### config.mk
export PLATFORM = sky130hd
export DESIGN_NAME = dmem_arbiter
export DESIGN_NICKNAME = d
export VERILOG_FILES = /design/src/rtl/dmem_arb_pkg.sv /design/src/rtl/dmem_arb_prio.sv /design/src/rtl/dmem_arbiter.sv
export SDC_FILE = /design/constraint.sdc
export NUM_CORES = 1
export LEC_CHECK = 0
export CAP_MARGIN = 30
export CORE_ASPECT_RATIO = 0.6
export CORE_MARGIN = 4
export CORE_UTILIZATION = 40
export CTS_CLUSTER_DIAMETER = 30
export CTS_CLUSTER_SIZE = 10
export DETAILED_ROUTE_END_ITERATION = 10
export PLACE_DENSITY_LB_ADDON = 0.08
export SLEW_MARGIN = 10
export SYNTH_ARGS = -nofsm -noshare
export SYNTH_HDL_FRONTEND = slang
export SYNTH_SLANG_ARGS = --single-unit
### constraint.sdc
create_clock -name clk -period 4 [get_ports clk]
set_input_delay 0.4 -clock clk [delete_from_list [all_inputs] [get_ports clk]]
set_output_delay 0.4 -clock clk [all_outputs]
set_load 0.005 [all_outputs]
### src/rtl/dmem_arb_pkg.sv
// dmem_arb_pkg: shared FSM states, requester ids and RV32 load/store funct3 codes
// for the data-memory arbiter.
package dmem_arb_pkg;

    typedef enum logic [1:0] {IDLE, ACCESS, RESP} state_e;

    localparam logic ID_CORE = 1'b0;
    localparam logic ID_DMA  = 1'b1;

    localparam logic [2:0] F3_LB  = 3'b000;
    localparam logic [2:0] F3_LH  = 3'b001;
    localparam logic [2:0] F3_LW  = 3'b010;
    localparam logic [2:0] F3_LBU = 3'b100;
    localparam logic [2:0] F3_LHU = 3'b101;
    localparam logic [2:0] F3_SB  = 3'b000;
    localparam logic [2:0] F3_SH  = 3'b001;
    localparam logic [2:0] F3_SW  = 3'b010;

    function automatic logic misaligned(input logic [2:0] f3, input logic [1:0] a);
        return ((f3 == F3_LH || f3 == F3_LHU) && a[0]) || (f3 == F3_LW && a != 2'b00);
    endfunction

endpackage

### src/rtl/dmem_arb_prio.sv
// dmem_arb_prio: core-first winner select with a starvation counter that
// forces a dma grant after STARVE_LIMIT consecutive core wins.
module dmem_arb_prio #(
    parameter int STARVE_LIMIT = 4
) (
    input  logic clk,
    input  logic reset,
    input  logic core_req,
    input  logic dma_req,
    input  logic arb,
    output logic grant_core,
    output logic grant_dma
);

    localparam int CW = $clog2(STARVE_LIMIT + 1);

    logic [CW-1:0] cnt_q, cnt_d;
    logic          starved;

    always_comb begin
        starved    = cnt_q == CW'(STARVE_LIMIT);
        grant_dma  = arb && dma_req && (!core_req || starved);
        grant_core = arb && core_req && !grant_dma;
        cnt_d      = (!dma_req || grant_dma) ? '0 :
                     (grant_core && !starved) ? cnt_q + 1'b1 : cnt_q;
    end

    always_ff @(posedge clk or posedge reset)
        if (reset) cnt_q <= '0;
        else       cnt_q <= cnt_d;

endmodule

### src/rtl/dmem_arbiter.sv
// dmem_arbiter: shares single-port data memory between core and dma, one transaction per 3 cycles.
// Define MISALIGN_CHECK_EN to suppress misaligned accesses and report them via *_err.
module dmem_arbiter
    import dmem_arb_pkg::*;
#(
    parameter int DATA_WIDTH   = 32,
    parameter int ADDR_WIDTH   = 32,
    parameter int STARVE_LIMIT = 4
) (
    input  logic                  clk,
    input  logic                  reset,
    input  logic                  core_req,
    input  logic                  core_we,
    input  logic [2:0]            core_funct3,
    input  logic [ADDR_WIDTH-1:0] core_addr,
    input  logic [DATA_WIDTH-1:0] core_wdata,
    output logic                  core_gnt,
    output logic                  core_rvalid,
    output logic [DATA_WIDTH-1:0] core_rdata,
    output logic                  core_err,
    input  logic                  dma_req,
    input  logic                  dma_we,
    input  logic [2:0]            dma_funct3,
    input  logic [ADDR_WIDTH-1:0] dma_addr,
    input  logic [DATA_WIDTH-1:0] dma_wdata,
    output logic                  dma_gnt,
    output logic                  dma_rvalid,
    output logic [DATA_WIDTH-1:0] dma_rdata,
    output logic                  dma_err,
    output logic                  mem_wr_en,
    output logic [2:0]            mem_funct3,
    output logic [ADDR_WIDTH-1:0] mem_addr,
    output logic [DATA_WIDTH-1:0] mem_wdata,
    input  logic [DATA_WIDTH-1:0] mem_rdata
);

    state_e                state_q;
    logic                  id_q, we_q, err_q;
    logic [2:0]            f3_q;
    logic [ADDR_WIDTH-1:0] addr_q;
    logic [DATA_WIDTH-1:0] wdata_q, rdata_q;
    logic                  gnt_c, gnt_d, bad, acc, rsp;

    dmem_arb_prio #(.STARVE_LIMIT(STARVE_LIMIT)) u_prio (
        .clk        (clk),
        .reset      (reset),
        .core_req   (core_req),
        .dma_req    (dma_req),
        .arb        (state_q == IDLE && !reset),
        .grant_core (gnt_c),
        .grant_dma  (gnt_d)
    );

`ifdef MISALIGN_CHECK_EN
    assign bad = misaligned(f3_q, addr_q[1:0]);
`else
    assign bad = 1'b0;
`endif

    // Memory-side signals decode straight from state so an async reset drops the write at once.
    assign acc         = state_q == ACCESS;
    assign rsp         = state_q == RESP;
    assign mem_wr_en   = acc && we_q && !bad;
    assign mem_funct3  = acc ? f3_q : '0;
    assign mem_addr    = acc ? addr_q : '0;
    assign mem_wdata   = acc ? wdata_q : '0;
    assign core_gnt    = gnt_c;
    assign dma_gnt     = gnt_d;
    assign core_rvalid = rsp && id_q == ID_CORE;
    assign dma_rvalid  = rsp && id_q == ID_DMA;
    assign core_rdata  = core_rvalid ? rdata_q : '0;
    assign dma_rdata   = dma_rvalid ? rdata_q : '0;
    assign core_err    = core_rvalid && err_q;
    assign dma_err     = dma_rvalid && err_q;

    always_ff @(posedge clk or posedge reset) begin
        if (reset) begin
            state_q <= IDLE;
            id_q    <= ID_CORE;
            we_q    <= 1'b0;
            f3_q    <= '0;
            addr_q  <= '0;
            wdata_q <= '0;
            rdata_q <= '0;
            err_q   <= 1'b0;
        end else begin
            case (state_q)
                IDLE: if (gnt_c || gnt_d) begin
                    id_q    <= gnt_d ? ID_DMA : ID_CORE;
                    we_q    <= gnt_d ? dma_we : core_we;
                    f3_q    <= gnt_d ? dma_funct3 : core_funct3;
                    addr_q  <= gnt_d ? dma_addr : core_addr;
                    wdata_q <= gnt_d ? dma_wdata : core_wdata;
                    state_q <= ACCESS;
                end
                ACCESS: begin
                    rdata_q <= (we_q || bad) ? '0 : mem_rdata;
                    err_q   <= bad;
                    state_q <= RESP;
                end
                default: state_q <= IDLE;
            endcase
        end
    end

endmodule
=== Word level (Yosys, flattened, before mapping) ===
Cells that the tools add are included.
W data, S select, Z words.

* Register bits after elaboration: 106
* Bits of input ports: 172
* Word-level logic and storage cells: 49

* $add $sub $neg: 1
* Equal/unequal tests: 4
* Mux-type cells: 15
* Bitwise logic cells: 1
* Reductions and logical operators: 20

{| class="wikitable"
|+ Operator list
! cell !! count
|-
| $mux W32 || 7
|-
| $mux W3 || 4
|-
| $logic_and A1 B1 Y1 || 9
|-
| $logic_not A1 Y1 || 5
|-
| $pmux W2 S2 || 1
|-
| $add A3 B1 Y3 const B || 1
|-
| $eq A3 B3 Y1 const B || 1
|-
| $logic_or A1 B1 Y1 || 3
|-
| $eq A2 B1 Y1 const B || 1
|-
| $eq A2 B2 Y1 const B || 1
|-
| $logic_not A2 Y1 || 1
|-
| $mux W1 || 2
|-
| $mux W2 || 1
|-
| $ne A2 B1 Y1 const B || 1
|-
| $reduce_and A2 Y1 || 1
|-
| $reduce_bool A2 Y1 || 1
|-
| $not A1 Y1 || 1
|}

=== Logic depth before layout (Yosys ltp) ===
* Depth after elaboration: 9
* Mapped depth: 8
* Depth with buffers taken out: 5

=== Modules after synthesis ===
From an unflattened synthesis, not the netlist that was laid out.

* Cell total of the unflattened synthesis: 545
* Area total of the unflattened synthesis: 5,957.0 sq um

{| class="wikitable"
|+ By module, submodules not included
! module !! times used !! cells an instance !! area an instance (sq um)
|-
| dmem_arbiter || 1 || 520 || 5,738.0
|-
| dmem_arb_prio || 1 || 25 || 219.0
|}

=== Worst setup path after synthesis ===
Ideal clock, no wire load.

* Path kind: register to output
* From: register u_prio.cnt_q[0]
* To: output port dma_gnt
* Data arrival time: 1.298 ns
* Required time: 3.600 ns
* Slack: 2.302 ns
* Stages on the path, launching flop included: 7
* Cell sequence: dfrtp_1 > inv_1 > ha_1 > a21bo_2 > clkbuf_1 > buf_2 > and3_1

* Word-level cells in the longest chain between the ends: 3

{| class="wikitable"
|+ RTL lines
! element !! RTL line !! text
|-
| start: declaration || dmem_arb_prio.sv:17 || <nowiki>logic [CW-1:0] cnt_q, cnt_d;</nowiki>
|-
| start signal: assignment || dmem_arb_prio.sv:30 || <nowiki>else cnt_q <= cnt_d;</nowiki>
|-
| $eq A3 B3 Y1 || dmem_arb_prio.sv:21 || <nowiki>starved = cnt_q == CW'(STARVE_LIMIT);</nowiki>
|-
| $logic_or A1 B1 Y1 || dmem_arb_prio.sv:22 || <nowiki>grant_dma = arb && dma_req && (!core_req || starved);</nowiki>
|-
| $logic_and A1 B1 Y1 || dmem_arb_prio.sv:22 ||
|-
| end: declaration || dmem_arbiter.sv:26 || <nowiki>output logic dma_gnt,</nowiki>
|}

No other way between the ends.

=== Worst setup path after layout ===
* From: register state_q[1]
* To: output port mem_addr[9]

* Word-level cells in the longest chain between the ends: 2

{| class="wikitable"
|+ RTL lines
! element !! RTL line !! text
|-
| start: declaration || dmem_arbiter.sv:37 || <nowiki>state_e state_q;</nowiki>
|-
| start signal: assignment || dmem_arbiter.sv:78 || <nowiki>state_q <= IDLE;</nowiki>
|-
| start signal: assignment || dmem_arbiter.sv:94 || <nowiki>state_q <= ACCESS;</nowiki>
|-
| start signal: assignment || dmem_arbiter.sv:99 || <nowiki>state_q <= RESP;</nowiki>
|-
| $eq A2 B1 Y1 || -- ||
|-
| $mux W32 || dmem_arbiter.sv:65 || <nowiki>assign mem_addr = acc ? addr_q : '0;</nowiki>
|-
| end: declaration || dmem_arbiter.sv:32 || <nowiki>output logic [ADDR_WIDTH-1:0] mem_addr,</nowiki>
|}

No other way between the ends.

==> flow_summary.toml <==
[floorplanning]
pin_count = 310
num_rows = 33
die_area_sq_um = 16600
start_util = 0.417
coreArea_sq_um = 14000
die_x_um = 164
die_y_um = 101

[power]
powerDensity_nw_per_um2 = 359
leakagePower_nw = 3.66
peakVddDrop_v = 0.000189

[synth]
async_flop_share = 1.00
ys_warn_count = 0
yosysMostFrequentCell = "and2_1"
synth_common_cells = "132 x and2_1, 106 x dfrtp_1, 68 x nand4b_1, 68 x o221a_2, 67 x nand2_1"
synth-seq-cells = 106
syn_area_sq_um = 5810
synth_seq_area_share = 0.456
synthDistinctLibCells = 27
synthTopCellsByArea = "dfrtp_1 46%, and2_1 14%, o221a_2 13%"
synth_ff_type = "dfrtp_1"
post-synth-top-area-cell = "dfrtp_1"
synth-edff-count = 0
synth.avg_cell_area_sq_um = 10.3
synth_cells = 567
yosysTopAreaCellShare = 0.456

[clock_tree]
ctsResizeCount = 0
cts_setup_buffers = 0
cts_made_buffers = 9
clock_latency_ns = 0.34
tritoncts = "done"
clockBufferDepth = 2
ctsHoldBuffers = 0
cts.sinks = 106
path_clk_slew_ns = 0.07
cts-root-buf = "clkbuf_16"
ctsHtreeMaxLevel = 3

[timing]
fin_crit_sh = 0.758
skew_ns = 0.00891
slew_headroom = 0.404
layout_setup_ws_ns = 0.969
max_slew.worst_pin.slew_ns = 0.895
hold_viol = 0
hold_slack_ns = 0.370
period_needed_ns = 3.03
slew_viol_final = 0
fin_setup_tns_ns = 0
fmax_ghz = 0.330
rsz0062_at_grt = "false"
finalSetupViolCount = 0

[grt]
grt_max_degree = 82
antenna_found_initial = 0
grt_use_total = 0.242
grt_pass1_vias = 5792
overflow = 0
grt_pass1_wl_mm = 31.9

[routing]
postRouteAntennaNets = 0
finalWirelength_mm = 20.8
firstDrtPassIters = 5
wl_per_cell_um = 20.1
drc_errors = 0
vias_per_cell = 5.42
num_vias = 5597
drt_iter0_markers = 459

[finish]
antenna_cells = 0
syn_to_final_growth_pct = 59.8
fin_area_sq_um = 9290
drive_gt1_frac = 0.125
nNetsFinal = 1009

[critical_path]
worstSetupStartpointType = "flip-flop"
end_kind = "output port"
crit_type = "reg -> out"
crit_arrival_ns = 2.63
critical_path_required_ns = 3.60
worstPathMaxFanout = 81

[status]
status = "completed"

[placed_design]
port_buffers = 307
place_area_sq_um = 8950
gp_congestion = 0.850
dp_slack_ns = 1.34
dp_hpwl_mm = 14.7

[hold_path]
holdCritPathClass = "in -> async"

[run]
drv_cap = 0
## power by group
| part | internal [mW] | switching, mW |
|---|---|---|
| Clock | 0.431 | 0.409 |
| Sequential | 1.32 | 0.164 |
| Combinational | 0.615 | 0.394 |
| Total | 2.37 | 0.967 |
## worst paths after layout
check / from / to / slack (ns) / cells past startpoint
max in group asynchronous: reset / addr_q[6]$_DFFE_PP0P_ / 2.80 / 4
min in group clk: dma_req / u_prio.cnt_q[2]$_DFFE_PP0P_ / 0.46 / 3
hold / removal: reset / wdata_q[3]$_DFFE_PP0P_ / 0.37 / 2
setup / recovery: state_q[1]$_DFFE_PP0P_ / mem_addr[9] / 0.97 / 6
setup reg to reg: state_q[0]$_DFFE_PP0P_ / addr_q[11]$_DFFE_PP0P_ / 1.77 / 4
hold reg to reg: rdata_q[1]$_DFFE_PP0N_ / rdata_q[1]$_DFFE_PP0N_ / 0.48 / 2
## placed cells by master, fill, tap and decap left out, drive strengths merged
master           n
a21bo            1
a21boi           3
a21o             1
a21oi            1
and2           132
and3             1
and3b            1
buf             14
clkbuf          11
clkdlybuf4s50  306
clkinv           1
clkinvlp         2
conb             2
dfrtp          106
ha               2
inv              8
nand2           67
nand2b           3
nand3            4
nand3b          32
nand4b          68
nor2b            2
nor3             1
nor3b            1
o21a             1
o221a           68
o22ai            1
## cell families after synthesis
| family | synth area share |
|---|---|
| and+or+nand+nor | 0.345 |
| buffers and inverters | 0.0516 |
| DFF | 0.456 |
| adders and majority gates | 0.00430 |
| AOI/OAI and AO/OA | 0.142 |
| other | 0.000645 |
## area by class of cell
class                   count  area [sq um]
multi-input cells         392          2870
clock inverters             6          48.8
repair buffers            321          3230
flip-flops and latches    106          2650
well taps                 192           240
clock buffers              10           229
inverters                   5          21.3
fillers                  1142          4660
## registers in the layout (all words and copies together), names as in the netlist
signal,flops
u_prio.cnt_q,3
addr_q,32
wdata_q,32
state_q,2
f3_q,3
we_q,1
rdata_q,32
id_q,1
## through the flow
step,power [mW],cells,utilization
finish,3.34,1032,0.666
global route,3.52,1032,0.666
CTS,3.35,1029,0.661
detailed placement,2.50,1013,0.641
global placement,2.47,1013,0.641
floorplan,1.96,568,-
## critical path, cell delays in order, from the launching register on
cell,delay [ns]
dfrtp_1,0.43
nand2b_1,0.17
buf_4,0.26
inv_2,0.30
buf_12,0.34
and2_1,0.23
clkdlybuf4s50_1,0.52
## metal layers
metal	GRT usage	vias up	wire length (um)
li1	-	2574	-
met2	0.409	257	10200
met1	0.314	2743	8470
met3	0.0699	23	1790
met5	0	-	0
met4	0.0483	0	324
(Power assumes the default switching activity.)
